[config.mk]
export PLATFORM = sky130hd
export DESIGN_NAME = pc_sequencer
export DESIGN_NICKNAME = d
export VERILOG_FILES = /design/src/rtl/pc_sequencer.sv
export SDC_FILE = /design/constraint.sdc
export NUM_CORES = 1
export LEC_CHECK = 0
export CORE_AREA = 4 4 155 157
export CTS_CLUSTER_DIAMETER = 200
export CTS_CLUSTER_SIZE = 25
export DETAILED_ROUTE_END_ITERATION = 10
export DIE_AREA = 0 0 159 161
export PLACE_DENSITY = 0.65
export SETUP_SLACK_MARGIN = 0.2
export SYNTH_ARGS = -nofsm -noshare
export SYNTH_HDL_FRONTEND = slang
export SYNTH_SLANG_ARGS = --single-unit
[constraint.sdc]
create_clock -name clk -period 3.7 [get_ports clk]
set_input_delay 0.74 -clock clk [delete_from_list [all_inputs] [get_ports clk]]
set_output_delay 0.74 -clock clk [all_outputs]
set_load 0.005 [all_outputs]
[src/rtl/pc_sequencer.sv]
// Program-counter sequencer: RUN/HALT FSM, next-PC selection, syscall halt and display channels.
// Define PC_SEQ_STAT_EN to build the saturating retired/taken statistics counters.
module pc_sequencer #(
  parameter int unsigned ADDR_W    = 32,
  parameter int unsigned DISP_CH   = 2,
  parameter logic [31:0] HALT_CODE = 32'ha
) (
  input  logic                    clk,
  input  logic                    rst,
  input  logic                    en,
  input  logic [31:0]             instr,
  input  logic                    branch_taken,
  input  logic                    j,
  input  logic                    jal,
  input  logic                    jr,
  input  logic                    syscall,
  input  logic [31:0]             rf_a,
  input  logic [31:0]             rf_b,
  input  logic                    go,
  output logic [ADDR_W-1:0]       pc,
  output logic [ADDR_W-1:0]       pc_plus1,
  output logic                    halted,
  output logic [DISP_CH*32-1:0]   disp,
  output logic [DISP_CH-1:0]      disp_valid,
  output logic [31:0]             retired_cnt,
  output logic [31:0]             taken_cnt
);

  localparam logic [0:0] ST_RUN  = 1'b0;
  localparam logic [0:0] ST_HALT = 1'b1;

  logic [0:0]            state_q, state_d;
  logic [ADDR_W-1:0]     pc_q, pc_d;
  logic [DISP_CH*32-1:0] disp_q, disp_d;
  logic [DISP_CH-1:0]    dv_q, dv_d;

  logic [31:0]           off_sext;
  logic [ADDR_W-1:0]     br_target;
  logic [ADDR_W-1:0]     jmp_target;
  logic                  sys_halt;
  logic                  sys_disp;
  logic                  retire;
  logic                  taken;

  assign pc_plus1  = pc_q + {{(ADDR_W-1){1'b0}}, 1'b1};
  assign off_sext  = {{16{instr[15]}}, instr[15:0]};
  assign br_target = pc_plus1 + off_sext[ADDR_W-1:0];

  // Narrow PCs take the jump index directly; wide PCs keep the upper segment of pc+1.
  generate
    if (ADDR_W > 26) begin : g_jt_wide
      assign jmp_target = {pc_plus1[ADDR_W-1:26], instr[25:0]};
    end else begin : g_jt_narrow
      assign jmp_target = instr[ADDR_W-1:0];
    end
  endgenerate

  assign sys_halt = (rf_a == HALT_CODE);
  assign sys_disp = (rf_a >= 32'd1) && (rf_a <= 32'(DISP_CH));

  always_comb begin
    state_d = state_q;
    pc_d    = pc_q;
    disp_d  = disp_q;
    dv_d    = '0;
    retire  = 1'b0;
    taken   = 1'b0;
    case (state_q)
      ST_RUN: begin
        if (en) begin
          if (syscall) begin
            // A halting syscall freezes pc; every other code just steps past it.
            if (sys_halt) begin
              state_d = ST_HALT;
            end else begin
              retire = 1'b1;
              pc_d   = pc_plus1;
              for (int k = 0; k < int'(DISP_CH); k++) begin
                if (sys_disp && (rf_a == 32'(k + 1))) begin
                  disp_d[k*32 +: 32] = rf_b;
                  dv_d[k]            = 1'b1;
                end
              end
            end
          end else begin
            retire = 1'b1;
            if (jr) begin
              pc_d  = rf_a[ADDR_W-1:0];
              taken = 1'b1;
            end else if (j || jal) begin
              pc_d  = jmp_target;
              taken = 1'b1;
            end else if (branch_taken) begin
              pc_d  = br_target;
              taken = 1'b1;
            end else begin
              pc_d  = pc_plus1;
            end
          end
        end
      end
      ST_HALT: begin
        if (go) begin
          pc_d    = pc_plus1;
          state_d = ST_RUN;
        end
      end
      default: state_d = ST_RUN;
    endcase
  end

  always_ff @(posedge clk) begin
    if (rst) begin
      state_q <= ST_RUN;
      pc_q    <= '0;
      disp_q  <= '0;
      dv_q    <= '0;
    end else begin
      state_q <= state_d;
      pc_q    <= pc_d;
      disp_q  <= disp_d;
      dv_q    <= dv_d;
    end
  end

  assign pc         = pc_q;
  assign halted     = (state_q == ST_HALT);
  assign disp       = disp_q;
  assign disp_valid = dv_q;

`ifdef PC_SEQ_STAT_EN
  logic [31:0] retired_q;
  logic [31:0] taken_q;

  always_ff @(posedge clk) begin
    if (rst) begin
      retired_q <= '0;
      taken_q   <= '0;
    end else begin
      if (retire && (retired_q != 32'hffff_ffff)) retired_q <= retired_q + 32'd1;
      if (taken && (taken_q != 32'hffff_ffff))    taken_q   <= taken_q + 32'd1;
    end
  end

  assign retired_cnt = retired_q;
  assign taken_cnt   = taken_q;

  logic unused_ok;
  assign unused_ok = ^{instr, off_sext};
`else
  assign retired_cnt = '0;
  assign taken_cnt   = '0;

  logic unused_ok;
  assign unused_ok = ^{instr, off_sext, retire, taken};
`endif

endmodule
# After elaboration in Yosys (flattened, before gate mapping)
# Cells that the tools add are included.
[word_totals] n_memories=0 inputBits=105 mem_bits_rw=0 regBits=99 output_inout_bits=195 latchBits=0 word_cells=42 romBits=0
[classes] bitwise=4 mux=15 div=0 order_cmp=2 add_sub_neg=2 n_mul=0 n_eq_ne=6 shifts=0 reduce_logical=8
[ops] op="32-bit two-way mux" count=7
[ops] op="32-bit case mux with 2 select lines" count=1
[ops] op="32-bit by 1-bit adder with 32-bit output, second input constant" count=1
[ops] op="32-bit adder" count=1
[ops] op="32-bit by 1-bit equality test with 1-bit output, second input constant" count=1
[ops] op="32-bit by 2-bit equality test with 1-bit output, second input constant" count=1
[ops] op="32-bit by 4-bit equality test with 1-bit output, second input constant" count=1
[ops] op="32-bit by 1-bit greater-or-equal comparator with 1-bit output, second input constant" count=1
[ops] op="32-bit by 2-bit less-or-equal comparator with 1-bit output, second input constant" count=1
[ops] op="5-bit AND reduction" count=2
[ops] op="1-bit two-way mux" count=6
[ops] op="5-bit OR reduction" count=1
[ops] op="2-bit inequality test, second input constant" count=2
[ops] op="1-bit NOT" count=4
[ops] op="1-bit logical AND" count=3
[ops] op="3-bit inequality test, second input constant" count=1
[ops] op="3-bit AND reduction" count=1
[ops] op="1-bit case mux with 2 select lines" count=1
[ops] op="1-bit logical OR" count=1

# Longest topological paths before layout
[depth] depth_word=8 ltp_mapped=16 ltp_nobuf=15

# Least setup slack after synthesis
# OpenSTA, ideal clock, no wires.
[synth_timing] path_type="register to register" start="reg pc_q[0] (netlist: pc[0])" end="reg pc_q[25] (netlist: pc[25])" period_less_slack_ps=3659 required_time_ps=3573 setup_slack_ps=41 setup_time_ps=127 stages_incl_launch_ff=15 path_buffers=1 arrival_time_ps=3533 cell_sequence="dfxtp_1 ha_1 nand3_1 nor4_4 nand4_1 xnor2_1 ha_1 clkbuf_8 a21oi_1 o21ai_0 a221oi_1 nand2_1 a21oi_1 mux2_2 or3_1"
[synth_between] elab_chain_cells=8 word_cells_on_any_way=10 classes_between="2 x add/sub; 8 x mux"
[synth_lines] element="start: declaration" line_no="33" source="logic [ADDR_W-1:0] pc_q, pc_d;"
[synth_lines] element="start signal: assignment" line_no="120" source="pc_q <= pc_d;"
[synth_lines] element="32-bit by 1-bit adder with 32-bit output" line_no="45" source="assign pc_plus1 = pc_q + {{(ADDR_W-1){1'b0}}, 1'b1};"
[synth_lines] element="via pc_plus1[14]" line_no="21" source="output logic [ADDR_W-1:0] pc_plus1,"
[synth_lines] element="32-bit adder" line_no="47" source="assign br_target = pc_plus1 + off_sext[ADDR_W-1:0];"
[synth_lines] element="32-bit two-way mux" line_no="93" source="end else if (branch_taken) begin"
[synth_lines] element="32-bit two-way mux" line_no="90" source="end else if (j || jal) begin"
[synth_lines] element="32-bit two-way mux" line_no="87" source="if (jr) begin"
[synth_lines] element="32-bit two-way mux" line_no="71" source="if (syscall) begin"
[synth_lines] element="32-bit two-way mux" line_no="70" source="if (en) begin"
[synth_lines] element="32-bit case mux with 2 select lines" line_no="68" source="case (state_q)"
# The timed path passes the listed nets, and every way through them passes these cells. The select of a mux whose other input is x is not followed.
# A chain may end at the register's enable or synchronous reset.

# Worst setup path after layout
[layout_timing] start="reg pc_q[1] (netlist: pc[1])" end="reg pc_q[27] (netlist: pc[27])"
[layout_between] elab_chain_cells=8 word_cells_on_any_way=10 classes_between="2 x add/sub; 8 x mux"
[layout_lines] element="32-bit by 1-bit adder with 32-bit output *" line_no="45"
[layout_lines] element="32-bit adder" line_no="47"
[layout_lines] element="32-bit two-way mux" line_no="93"
[layout_lines] element="32-bit two-way mux" line_no="90"
[layout_lines] element="32-bit two-way mux" line_no="87"
[layout_lines] element="32-bit two-way mux" line_no="71"
[layout_lines] element="32-bit two-way mux" line_no="70"
[layout_lines] element="32-bit case mux with 2 select lines *" line_no="68"
# Mark *: on every way between the ends. The rest lies on a longest branch, timed or not. The select of a mux whose other input is x is not followed.

==> flow_summary.ini <==
[detailed_routing]
avgViaCountPerCell = 5.414
routed_wl_mm = 32.50
dr.pass1.iters = 6
vias = 9220
drtIter0Drc = 1016
ant_nets = 0
wl_per_cell_um = 19.09
drc_errors = 0

[sta]
maxSlewViolCount = 0
finalCriticalPeriod_ns = 3.553
rsz0062_at_grt = true
holdWs_ns = 0.4548
tightest_slew_ns = 0.7855
hold_violations = 0
final-setup-viol-count = 0
fin_crit_sh_pct = 96.02
slew_headroom_pct = 47.44
setup_tns_ns = 0
fin_worst_skew_ns = 0.008695
max_freq_mhz = 281.5

[yosys]
synth_warnings = 0
synth_edf_count = 0
syn_area_um2 = 7792
synth-seq-cells = 99
yosys.area.top_type = dfxtp_1
syn_avg_cell_area_um2 = 7.331
synth_async_sr_flop_share_pct = 0
synth_area_leaders = dfxtp_1 (25%), nand2_1 (10%), a21oi_1 (8.0%), buf_4 (6.3%), ha_1 (6.3%)
syn_inst = 1063
yosysMostFrequentCell = nand2_1
ys_types = 91
ys.flop_type = dfxtp_1
synth_top_area_share_pct = 25.43
yosysSeqAreaShare_pct = 25.43
synth_commonest_cells = nand2_1 (208), a21oi_1 (125), dfxtp_1 (99), nor2_1 (68), buf_4 (65)

[cts]
hold_buffers = 0
cts_tree = done
clk_path_buf_depth = 2
clk_pin_slew_ns = 0.09
clkLatencyLatePin_ns = 0.36
cts_num_sinks = 99
cts.htree.levels = 3
root_buffer = clkbuf_16
cts_made_buffers = 9

[setup_path]
path_class = reg2reg
critPathMaxFanout = 4
required_ns = 3.96
crit_arrival_ns = 3.81
r2r_cells = 15
cp-end-kind = flop
startpoint_type = flop

[flow_run]
timing.max_cap.violations = 0

[floorplan]
chipHeight_um = 161
die-area_um2 = 25600
num_io_pins = 300
core_um2 = 22500
rows = 55
die_x_um = 159
initial_utilization_pct = 34.63

[final_layout]
drive_gt1_share_pct = 21.37
syn2layout_area_growth_pct = 55.11
final_area_um2 = 12090
seq_area_um2 = 2002
finalNonFillerCells = 1703
postLayoutCoreUtil_pct = 53.71
multi_input_area_um2 = 5712
antenna_cells = 0
fillers = 2159
layout.nets = 1558

[power_and_ir_drop]
power_frac_comb_pct = 34.4
clkPwrFrac_pct = 31.3
p_int_mw = 2.144
switchingPower_mw = 1.124
seqPwrFrac_pct = 34.3
p_leak_nw = 4.882
ir_worst_vdd_uv = 226.2
powerDensity_nw_per_um2 = 270.4
swShare_pct = 34.39

[global_routing]
antenna_found_initial = 0
grt_max_degree = 63
grt_first_pass_wirelength_mm = 48.37
grt_usage_pct = 23.54
overflow = 0
grt_pass1_vias = 8585

[min_path]
whs_path_depth = 2
min_path_type = reg2reg

[placement]
io_buffers = 229
place_inst = 1662
placed_cell_area_um2 = 11060
gp_congestion = 0.9536
dp_hpwl_mm = 24.86

[status]
outcome = completed
cells in the final DEF (no fill, tap or decap), types with 7 or more instances in the layout:
cell type	instances
buf_6	7
ha_4	7
nand4_1	14
a21oi_2	12
nand2_1	202
or3_1	9
buf_4	154
a31oi_1	8
xor2_1	10
ha_1	31
inv_1	23
o211ai_1	9
xnor2_2	11
a21o_1	15
nor3_1	19
xnor2_1	24
clkbuf_16	9
clkdlybuf4s50_1	223
dfxtp_1	89
a211oi_1	10
dfxtp_2	7
a21oi_1	113
o21ai_0	46
nor2_1	63
nand3_1	27
a221oi_1	8
conb_1	64
per-stage QoR:
stage               setup slack, ns  power (mW)
floorplan                    0.2077       1.686
global placement          0.0003546       2.138
detailed placement         -0.04680       2.140
CTS                          0.1792       3.185
global route                0.06038       3.418
finish                       0.1473       3.268
flip-flops by register name, indices dropped and copies added (netlist names):
name        count
halted          1
pc             32
disp           64
disp_valid      2
worst max-delay path: stages (launching register included):
cell       delay [ns]
dfxtp_2          0.38
nand4_1          0.17
buf_4            0.19
or3_4            0.46
xnor2_2          0.18
ha_1             0.32
nand3_2          0.10
nor2_1           0.07
a2111oi_2        0.33
buf_4            0.18
buf_12           0.10
a211oi_4         0.07
o31a_1           0.29
or3_1            0.34
a21oi_2          0.20
o21ai_2          0.07
final timing paths:
kind / start / to / slack (ns)
worst max register to register: pc[1] / pc[27] / 0.15
worst max-delay path: pc[1] / pc[27] / 0.15
worst min register to register: disp[32] / disp[32] / 0.45
worst min-delay path: disp[32] / disp[32] / 0.45
power groups by stage:
stage                     Clock, mW  Combinational [mW]  Sequential, mW
after CTS                      1.04                1.02            1.12
after detailed placement          0               0.998            1.14
final                          1.02                1.12            1.12
after floorplan                   0               0.537            1.15
after global routing           1.08                1.21            1.12
after global placement            0               0.996            1.14
cells by family (layout without fill, tap and decap cells):
| kind of cell | count (synthesis) | after routing | synth area share [%] |
|---|---|---|---|
| fa+ha+maj | 40 | 40 | 6.519 |
| simple gates | 412 | 412 | 24.55 |
| flops | 99 | 99 | 25.43 |
| mux | 3 | 3 | 0.4014 |
| compound gates | 317 | 317 | 26.64 |
| buf+inv | 143 | 435 | 10.92 |
| other cells | 1 | 64 | 0.04812 |
| xor+xnor | 48 | 48 | 5.491 |
metal layers:
layer  GRT usage (%)  part of all wire (%)  vias up
met1           31.54                    42     4283
met2           37.70                    46      486
li1                -                     -     4379
met4           9.231                   3.5        0
met5               0                     0        -
met3           4.363                   8.9       72
timing repair:
item	CTS	global route
hold endpoints to repair	0	0
pin swaps	7	58
setup buffers	5	20
endpoints found under the setup margin	14	24
gates resized for setup	25	87
area by class of cell:
| type | instances | area share, % |
|---|---|---|
| flip-flops and latches | 99 | 16.56 |
| repair buffers | 394 | 29.88 |
| clock inverters | 7 | 0.7143 |
| inverters | 25 | 0.7764 |
| multi-input cells | 884 | 47.26 |
| well taps | 285 | 2.950 |
| clock buffers | 9 | 1.863 |
(Power assumes the default switching activity.)
